### src/rtl/mac_seq.sv
// mac_seq: sequences a signed 8-bit dot product over two operand vectors held
// in an external memory, driving an external registered MAC unit.
// Optional build macro MAC_SEQ_SAT_EN: clamp the captured result to signed
// 16-bit and expose a sticky 'sat' flag (cleared by the next start).
//
// state   | meaning
// --------+---------------------------------------------------------------
// IDLE    | waiting for start
// CLEAR   | clear MAC accumulator, issue read of element 0
// RUN     | issue reads 1..len-1, accumulate the previous read's data
// DRAIN   | accumulate the final element, no read
// CAPTURE | sample the MAC accumulator into the result register
// DONE    | one-cycle done pulse
module mac_seq #(
    parameter int LEN_W  = 8,
    parameter int ADDR_W = 8
) (
    input  logic                     clk,
    input  logic                     rst,
    input  logic                     start,
    input  logic [LEN_W-1:0]         len,
    input  logic [ADDR_W-1:0]        base_a,
    input  logic [ADDR_W-1:0]        base_b,
    input  logic                     abort,
    output logic                     rd_en,
    output logic [ADDR_W-1:0]        addr_a,
    output logic [ADDR_W-1:0]        addr_b,
    input  logic signed [7:0]        a_data,
    input  logic signed [7:0]        b_data,
    output logic signed [7:0]        mac_a,
    output logic signed [7:0]        mac_b,
    output logic                     mac_en,
    output logic                     mac_clr,
    input  logic signed [25:0]       mac_acc,
    output logic                     busy,
    output logic                     done,
    output logic                     aborted,
`ifdef MAC_SEQ_SAT_EN
    output logic                     sat,
`endif
    output logic signed [25:0]       result
);

    typedef enum logic [2:0] {
        IDLE    = 3'd0,
        CLEAR   = 3'd1,
        RUN     = 3'd2,
        DRAIN   = 3'd3,
        CAPTURE = 3'd4,
        DONE    = 3'd5
    } state_t;

    state_t                  state_q, state_d;
    logic [LEN_W-1:0]        cnt_q, cnt_d;        // reads still to issue after the current one
    logic [ADDR_W-1:0]       addr_a_q, addr_a_d;
    logic [ADDR_W-1:0]       addr_b_q, addr_b_d;
    logic signed [25:0]      result_q, result_d;
    logic                    aborted_q, aborted_d;
    logic signed [25:0]      capture_val;
`ifdef MAC_SEQ_SAT_EN
    logic                    sat_q, sat_d;
    logic                    clamp_hi, clamp_lo;
`endif

    // Value loaded into result in CAPTURE (clamped when saturation is built in).
`ifdef MAC_SEQ_SAT_EN
    always_comb begin
        clamp_hi    = (mac_acc > 26'sd32767);
        clamp_lo    = (mac_acc < -26'sd32768);
        capture_val = mac_acc;
        if (clamp_hi) begin
            capture_val = 26'sd32767;
        end else if (clamp_lo) begin
            capture_val = -26'sd32768;
        end
    end
`else
    always_comb begin
        capture_val = mac_acc;
    end
`endif

    // Next-state and output decode; abort overrides every non-IDLE transition.
    always_comb begin
        state_d   = state_q;
        cnt_d     = cnt_q;
        addr_a_d  = addr_a_q;
        addr_b_d  = addr_b_q;
        result_d  = result_q;
        aborted_d = 1'b0;
`ifdef MAC_SEQ_SAT_EN
        sat_d     = sat_q;
`endif
        rd_en     = 1'b0;
        mac_en    = 1'b0;
        mac_clr   = 1'b0;
        done      = 1'b0;

        case (state_q)
            IDLE: begin
                if (start) begin
`ifdef MAC_SEQ_SAT_EN
                    sat_d = 1'b0;
`endif
                    if (len != '0) begin
                        cnt_d    = len - LEN_W'(1);
                        addr_a_d = base_a;
                        addr_b_d = base_b;
                        state_d  = CLEAR;
                    end else begin
                        result_d = '0;
                        state_d  = DONE;
                    end
                end
            end
            CLEAR: begin
                mac_clr  = 1'b1;
                rd_en    = 1'b1;
                addr_a_d = addr_a_q + ADDR_W'(1);
                addr_b_d = addr_b_q + ADDR_W'(1);
                state_d  = (cnt_q == '0) ? DRAIN : RUN;
            end
            RUN: begin
                rd_en    = 1'b1;
                mac_en   = 1'b1;
                addr_a_d = addr_a_q + ADDR_W'(1);
                addr_b_d = addr_b_q + ADDR_W'(1);
                cnt_d    = cnt_q - LEN_W'(1);
                if (cnt_q == LEN_W'(1)) begin
                    state_d = DRAIN;
                end
            end
            DRAIN: begin
                mac_en  = 1'b1;
                state_d = CAPTURE;
            end
            CAPTURE: begin
                result_d = capture_val;
`ifdef MAC_SEQ_SAT_EN
                sat_d    = clamp_hi | clamp_lo;
`endif
                state_d  = DONE;
            end
            DONE: begin
                done    = 1'b1;
                state_d = IDLE;
            end
            default: begin
                state_d = IDLE;
            end
        endcase

        if (abort && (state_q != IDLE)) begin
            state_d   = IDLE;
            aborted_d = 1'b1;
            result_d  = result_q;
`ifdef MAC_SEQ_SAT_EN
            sat_d     = sat_q;
`endif
        end
    end

    // State and datapath registers with synchronous reset.
    always_ff @(posedge clk) begin
        if (rst) begin
            state_q   <= IDLE;
            cnt_q     <= '0;
            addr_a_q  <= '0;
            addr_b_q  <= '0;
            result_q  <= '0;
            aborted_q <= 1'b0;
`ifdef MAC_SEQ_SAT_EN
            sat_q     <= 1'b0;
`endif
        end else begin
            state_q   <= state_d;
            cnt_q     <= cnt_d;
            addr_a_q  <= addr_a_d;
            addr_b_q  <= addr_b_d;
            result_q  <= result_d;
            aborted_q <= aborted_d;
`ifdef MAC_SEQ_SAT_EN
            sat_q     <= sat_d;
`endif
        end
    end

    // Operands pass straight from memory to the MAC only while it accumulates.
    always_comb begin
        mac_a = mac_en ? a_data : 8'sd0;
        mac_b = mac_en ? b_data : 8'sd0;
    end

    assign busy    = (state_q != IDLE);
    assign aborted = aborted_q;
    assign addr_a  = addr_a_q;
    assign addr_b  = addr_b_q;
    assign result  = result_q;
`ifdef MAC_SEQ_SAT_EN
    assign sat     = sat_q;
`endif

endmodule

### config.mk
export PLATFORM = sky130hd
export DESIGN_NAME = mac_seq
export DESIGN_NICKNAME = d
export VERILOG_FILES = /design/src/rtl/mac_seq.sv
export SDC_FILE = /design/constraint.sdc
export NUM_CORES = 1
export LEC_CHECK = 0
export ABC_AREA = 0
export CORE_ASPECT_RATIO = 0.8
export CORE_MARGIN = 4
export CORE_UTILIZATION = 42
export DETAILED_ROUTE_END_ITERATION = 10
export PLACE_DENSITY = 0.83
export RECOVER_POWER = 25
export SYNTH_ARGS = -nofsm -noshare
export SYNTH_HDL_FRONTEND = slang
export SYNTH_SLANG_ARGS = --single-unit
### constraint.sdc
create_clock -name clk -period 2.48 [get_ports clk]
set_clock_uncertainty 0.05 [all_clocks]
set_input_delay 0.496 -clock clk [delete_from_list [all_inputs] [get_ports clk]]
set_output_delay 0.496 -clock clk [all_outputs]
set_load 0.05 [all_outputs]
==> results of run 1 <==
## cell families after synthesis
family | Yosys count | share of synthesized area (%)
mux | 2 | 0.690
flops | 54 | 37.3
fa+ha+maj | 7 | 3.02
simple gates | 163 | 28.8
xor+xnor | 7 | 2.11
buf+inv | 37 | 5.17
compound gates | 110 | 22.9
## where the power goes
group | internal, W | switching, W
Clock | 0.000212 | 0.000324
Combinational | 0.000444 | 0.000586
Sequential | 0.000930 | 0.0000821
Total | 0.00159 | 0.000992
## final timing paths
check               endpoint  slack (ns)
hold / removal    result[20]        0.40
hold reg to reg   result[20]        0.40
setup reg to reg   addr_a[7]        0.41
setup / recovery       rd_en        0.18
## registers in the layout, indices dropped and copies added, names as in the netlist
| register | count |
|---|---|
| result | 26 |
| addr_b | 8 |
| aborted | 1 |
| cnt_q | 8 |
| addr_a | 8 |
| state_q | 3 |
## synth_stat cells (all sizes together), types with 2 or more instances
| cell type | instances | area, sq um |
|---|---|---|
| o21ai | 21 | 105 |
| nand4 | 2 | 12.5 |
| or2 | 2 | 12.5 |
| a311oi | 2 | 17.5 |
| clkbuf | 18 | 67.6 |
| nand2b | 4 | 25.0 |
| nor2 | 22 | 82.6 |
| o22ai | 3 | 18.8 |
| xor2 | 2 | 17.5 |
| o32ai | 2 | 17.5 |
| dfxtp | 54 | 1080 |
| a32o | 2 | 20.0 |
| nand3b | 4 | 30.0 |
| o31ai | 3 | 22.5 |
| a211oi | 8 | 60.1 |
| nand2 | 46 | 173 |
| or4 | 3 | 30.0 |
| nor4 | 2 | 12.5 |
| inv | 10 | 37.5 |
| nor3b | 8 | 60.1 |
| mux2i | 2 | 20.0 |
| nor2b | 3 | 18.8 |
| a21o | 3 | 22.5 |
| a21oi | 54 | 274 |
| and2 | 19 | 119 |
| and3 | 2 | 12.5 |
| o31a | 3 | 26.3 |
| ha | 7 | 87.6 |
| a211o | 2 | 17.5 |
| nand3 | 33 | 165 |
| a31oi | 3 | 25.0 |
| buf | 9 | 45.0 |
| xnor2 | 5 | 43.8 |
| nor3 | 8 | 40.0 |
## final cells by class
type	count	area, sq um
timing repair buffer	155	1720
fill	504	1820
clock buffer	5	68.8
tap	84	105
inverter	10	37.5
multi-input combinational	289	1670
sequential	54	1080
clock inverter	3	28.8
## placed cells by master, fill, tap and decap left out, drive strengths merged, types with 12 or more instances in the layout
cell           count
and2              19
clkdlybuf4s50     85
dfxtp             54
a21oi             54
buf               43
dlygate4sd3       26
nor2              22
o21ai             21
nand3             33
inv               12
nand2             46
## per-stage QoR
stage	utilization (%)	TNS (ns)	area (sq um)	worst slack [ns]	power (W)
4_1_cts	72.2	0	4720	0.0699	0.00258
2_1_floorplan	-	0	2900	0.0660	0.00162
6_report	72.2	0	4720	0.176	0.00258
3_5_place_dp	70.7	-0.908	4620	-0.126	0.00206
3_3_place_gp	70.7	-0.320	4620	-0.0894	0.00203
5_1_grt	72.2	0	4720	0.0775	0.00271
## critical path, cell delays in order (launching register included)
cell,delay [ns]
dfxtp_2,0.43
a21oi_1,0.38
nand2_1,0.14
inv_2,0.24
buf_4,0.25
## layer usage
metal,vias to the layer above,track usage [%]
met5,-,0
met4,0,4.25
met3,12,3.78
met2,127,40.1
met1,1529,28.6
li1,1616,-
## what timing repair did
item                                    CTS  global route
endpoints found under the setup margin    0            17
hold endpoints to repair                  0             0
resized for setup                         0             1
==> impl_metrics.yaml, run 1 <==
run_status:
  status: "finished, final reports clean"
global_route:
  grt_max_degree: 38
  grt_pass1_vias: 3113
  globalRouteTotalUtil_pct: 22.4
  antenna_found_initial: 0
  grt_pass1_wl_mm: 15.2
  grt_overflow: 0
clock_tree:
  cts_tree: "yes"
  ctsRootBufferMaster: "clkbuf_8"
  ctsHoldBuffers: 0
  post_cts_buffers: 0
  cts_max_level: 2
  cts_buffers: 5
  clkLatencyLatePin_ns: 0.31
  max-clock-path-buffers: 2
  cts_sinks: 54
  clkTransAtPathRegs_ns: 0.11
placement:
  hpwlAfterDp_mm: 7.46
  place.port_buffers: 133
  post-place-cells: 592
  gp_congestion: 0.865
layout:
  area_growth_pct: 62.7
  fin_nets: 592
  fin_cells: 600
  antenna_cells: 0
  drive_above_1_share_pct: 12.4
routing:
  wirelength_mm: 9.63
  routed.top_layer: "met4"
  drcViolationCount: 0
  num_vias: 3284
  wl_met1_mm: 4.18
  wl_met3_microns: 639
  wl_per_cell_microns: 16.1
  ant_nets: 0
  dr_wl_met2_mm: 4.70
  drt_pass1_iterations: 4
  vias_per_cell: 5.47
  drt_iter0_markers: 143
die:
  io_pins: 134
  core_area_sq_um: 6540
  fp-row-count: 26
  die_h_microns: 82.3
  die_area_sq_um: 8310
  die_x_microns: 101
  start_util_pct: 44.4
timing:
  rsz0062_at_grt: "false"
  setup_viol: 0
  timing_hold_violations_final: 0
  hold_ws_ns: 0.401
  slew_headroom_pct: 51.5
  slew_viol_final: 0
  max_freq_ghz: 0.434
  tightest_slew_ns: 0.720
  fin_crit_ns: 2.30
  fin_crit_sh_pct: 92.9
logic_synthesis:
  async_flop_share_pct: 0
  ys_ff_latch: 54
  syn_nets: 457
  postSynthAreaPerCell_sq_um: 7.64
  synth_seq_area_share_pct: 37.3
  synth_area_sq_um: 2900
  ys_warn_count: 0
  ys.flop_type: "dfxtp_1"
  synth_edf_count: 0
  synth_cell_types: 48
  syn-instance-count: 380
power_and_ir_drop:
  cellLeakagePower_nw: 1.81
  vdd_drop_max_mv: 0.328
  pwr_density_cell_nw_per_um2: 546
setup_path:
  path_class: "flop to primary output"
  end_kind: "primary output"
  reg2reg_depth: 5
  crit_required_ns: 1.93
  crit_start: "state_q[1]"
  cp.arrival_ns: 1.76
  crit_fanout: 17
  rr_startpoint: "state_q[1]"
  crit_path_start_kind: "flop"
hold_path:
  hold_class: "flop to flop"
  hp-start: "result[20]"
  whs_path_depth: 2
run:
  drv_cap: 0
No activity file was read; power rests on OpenSTA's default activity.
==> run 2, diff against run 1 <==
Settings changed: ABC_CLOCK_PERIOD_IN_PS from default to 2480.
==> results of run 2 <==
The final DEF is identical to that of run 1; final timing and power are the same.
==> run 3, diff against run 2 <==
Settings changed: CORE_ASPECT_RATIO 0.8 to 1.4, PLACE_DENSITY 0.83 to 0.86.
==> impl_metrics.yaml, run 3 (synthesized netlist as in run 1, its figures left out) <==
die:
  start_util_pct: 43.6
  die_area_sq_um: 8320
  core_area_sq_um: 6660
  io_pins: 134
  fp-row-count: 35
  die_h_microns: 106
  die_x_microns: 78.2
clock_tree:
  max-clock-path-buffers: 2
  post_cts_buffers: 0
  ctsHoldBuffers: 0
  ctsRootBufferMaster: "clkbuf_8"
  clkTransAtPathRegs_ns: 0.09
  cts_tree: "yes"
  cts_sinks: 54
  cts_buffers: 5
  clkLatencyLatePin_ns: 0.30
  cts_max_level: 2
setup_path:
  rr_startpoint: "state_q[2]"
  r2r_end: "addr_a[7]"
  crit_start: "len[0]"
  path_class: "input port to flop"
  crit_required_ns: 2.59
  cp.arrival_ns: 2.40
  crit_end: "cnt_q[1]"
  end_kind: "flop"
  crit_fanout: 6
  worst-r2r-setup-slack_ns: 0.39
  crit_path_start_kind: "input port"
  reg2reg_depth: 5
timing:
  max_freq_ghz: 0.438
  rsz0062_at_grt: "false"
  slew_headroom_pct: 53.0
  finalSetupTns_ns: 0
  tightest_slew_ns: 0.706
  fin_crit_sh_pct: 92.2
  fin_crit_ns: 2.29
  timing_hold_violations_final: 0
  slew_viol_final: 0
  setup_viol: 0
routing:
  ant_nets: 0
  drt_iter0_markers: 145
  drcViolationCount: 0
  wl_per_cell_microns: 14.3
  vias_per_cell: 5.29
  drt_pass1_iterations: 4
  num_vias: 3219
  wirelength_mm: 8.70
power_and_ir_drop:
  power_frac_seq_pct: 41.1
  p_sw_w: 0.000919
  swShare_pct: 37.5
  p_clk_share_pct: 19.0
  p_int_w: 0.00154
  pwr_density_cell_nw_per_um2: 548
  vdd_drop_max_mv: 0.313
  pwr-share-comb_pct: 40.0
  cellLeakagePower_nw: 1.74
layout:
  final_util_pct: 67.3
  nFillCells: 570
  final_cell_mix: "clkdlybuf4s50_1, a21oi_1, dfxtp_1, nand2_1, buf_4"
  antenna_cells: 0
  fin_nets: 593
  ff_latch_area_sq_um: 1080
  largest_register_ff_count: 26
  multi_input_area_sq_um: 1670
  final_common_cell: "clkdlybuf4s50_1"
  area_growth_pct: 54.4
  drive_above_1_share_pct: 12.0
hold_path:
  hold_class: "flop to flop"
global_route:
  grt_pass1_wl_mm: 14.4
  antenna_found_initial: 0
  grt_max_degree: 41
  grt_pass1_vias: 3180
  globalRouteTotalUtil_pct: 20.8
  grt_overflow: 0
run:
  drv_cap: 0
run_status:
  status: "finished, final reports clean"
placement:
  hpwlAfterDp_mm: 6.73
  place.port_buffers: 133
  gp_congestion: 0.901
## run 3: changes by cell type in the layout (fill, tap and decap cells not counted), sizes merged
cell           before  now
clkinvlp            0    1
clkbuf              6    8
clkdlybuf4s50      85   87
inv                12   10
clkinv              1    0
dlygate4sd3        26   24
## run 3: repair_timing
action,in CTS,in global routing
endpoints found under the setup margin,0,13
endpoints found under the hold margin,0,0
gates resized for setup,0,1
## run 3: metrics by stage
step / hold WS, ns / cell area [sq um] / setup WS [ns] / std cells / total power [W]
final: 0.402 / 4480 / 0.194 / 608 / 0.00245
after detailed placement: 0.394 / 4420 / -0.112 / 601 / 0.00201
after global routing: 0.422 / 4480 / 0.0426 / 608 / 0.00259
after CTS: 0.408 / 4500 / 0.125 / 608 / 0.00248
after global placement: 0.387 / 4420 / -0.0695 / 601 / 0.00199
after floorplan: 0.434 / 2900 / 0.0660 / 380 / 0.00162
## run 3: routing by layer
layer	vias to the layer above	track usage, %	wire length, microns
met2	98	39.4	4640
li1	1616	-	-
met1	1492	22.8	3360
met3	13	4.83	530
met4	0	5.75	172
met5	-	0	0
## run 3: critical path: stages
cell             delay, ns
clkdlybuf4s50_1       0.43
inv_1                 0.10
ha_1                  0.17
or4b_2                0.60
o221ai_2              0.19
buf_4                 0.17
a211oi_1              0.04
a21oi_1               0.14
nor2_1                0.05
## run 3: worst min-delay path by stage
stage / start / end / slack (ns) / depth (start not counted)
finish: result[20] / result[20] / 0.40 / 2
global route: result[20] / result[20] / 0.42 / 2
CTS: result[20] / result[20] / 0.41 / 2
detailed placement: result[20] / result[20] / 0.39 / 2
global placement: result[3] / result[3] / 0.39 / 2
floorplan: cnt_q[4] / cnt_q[4] / 0.43 / 2
## run 3: power by group through the flow
stage	clock network [W]	registers [W]	logic [W]
finish	0.000465	0.00101	0.000981
global route	0.000515	0.00102	0.00106
CTS	0.000478	0.00101	0.000990
detailed placement	0	0.00103	0.000987
global placement	0	0.00102	0.000967
floorplan	0	0.00115	0.000472
## run 3: layout make-up
type                            count  area share (%)
Clock buffer                        6            1.62
Sequential cell                    54            24.2
Multi-Input combinational cell    289            37.4
Tap cell                           92            2.57
Inverter                           10           0.838
Timing Repair Buffer              156            33.3
Clock inverter                      1           0.168
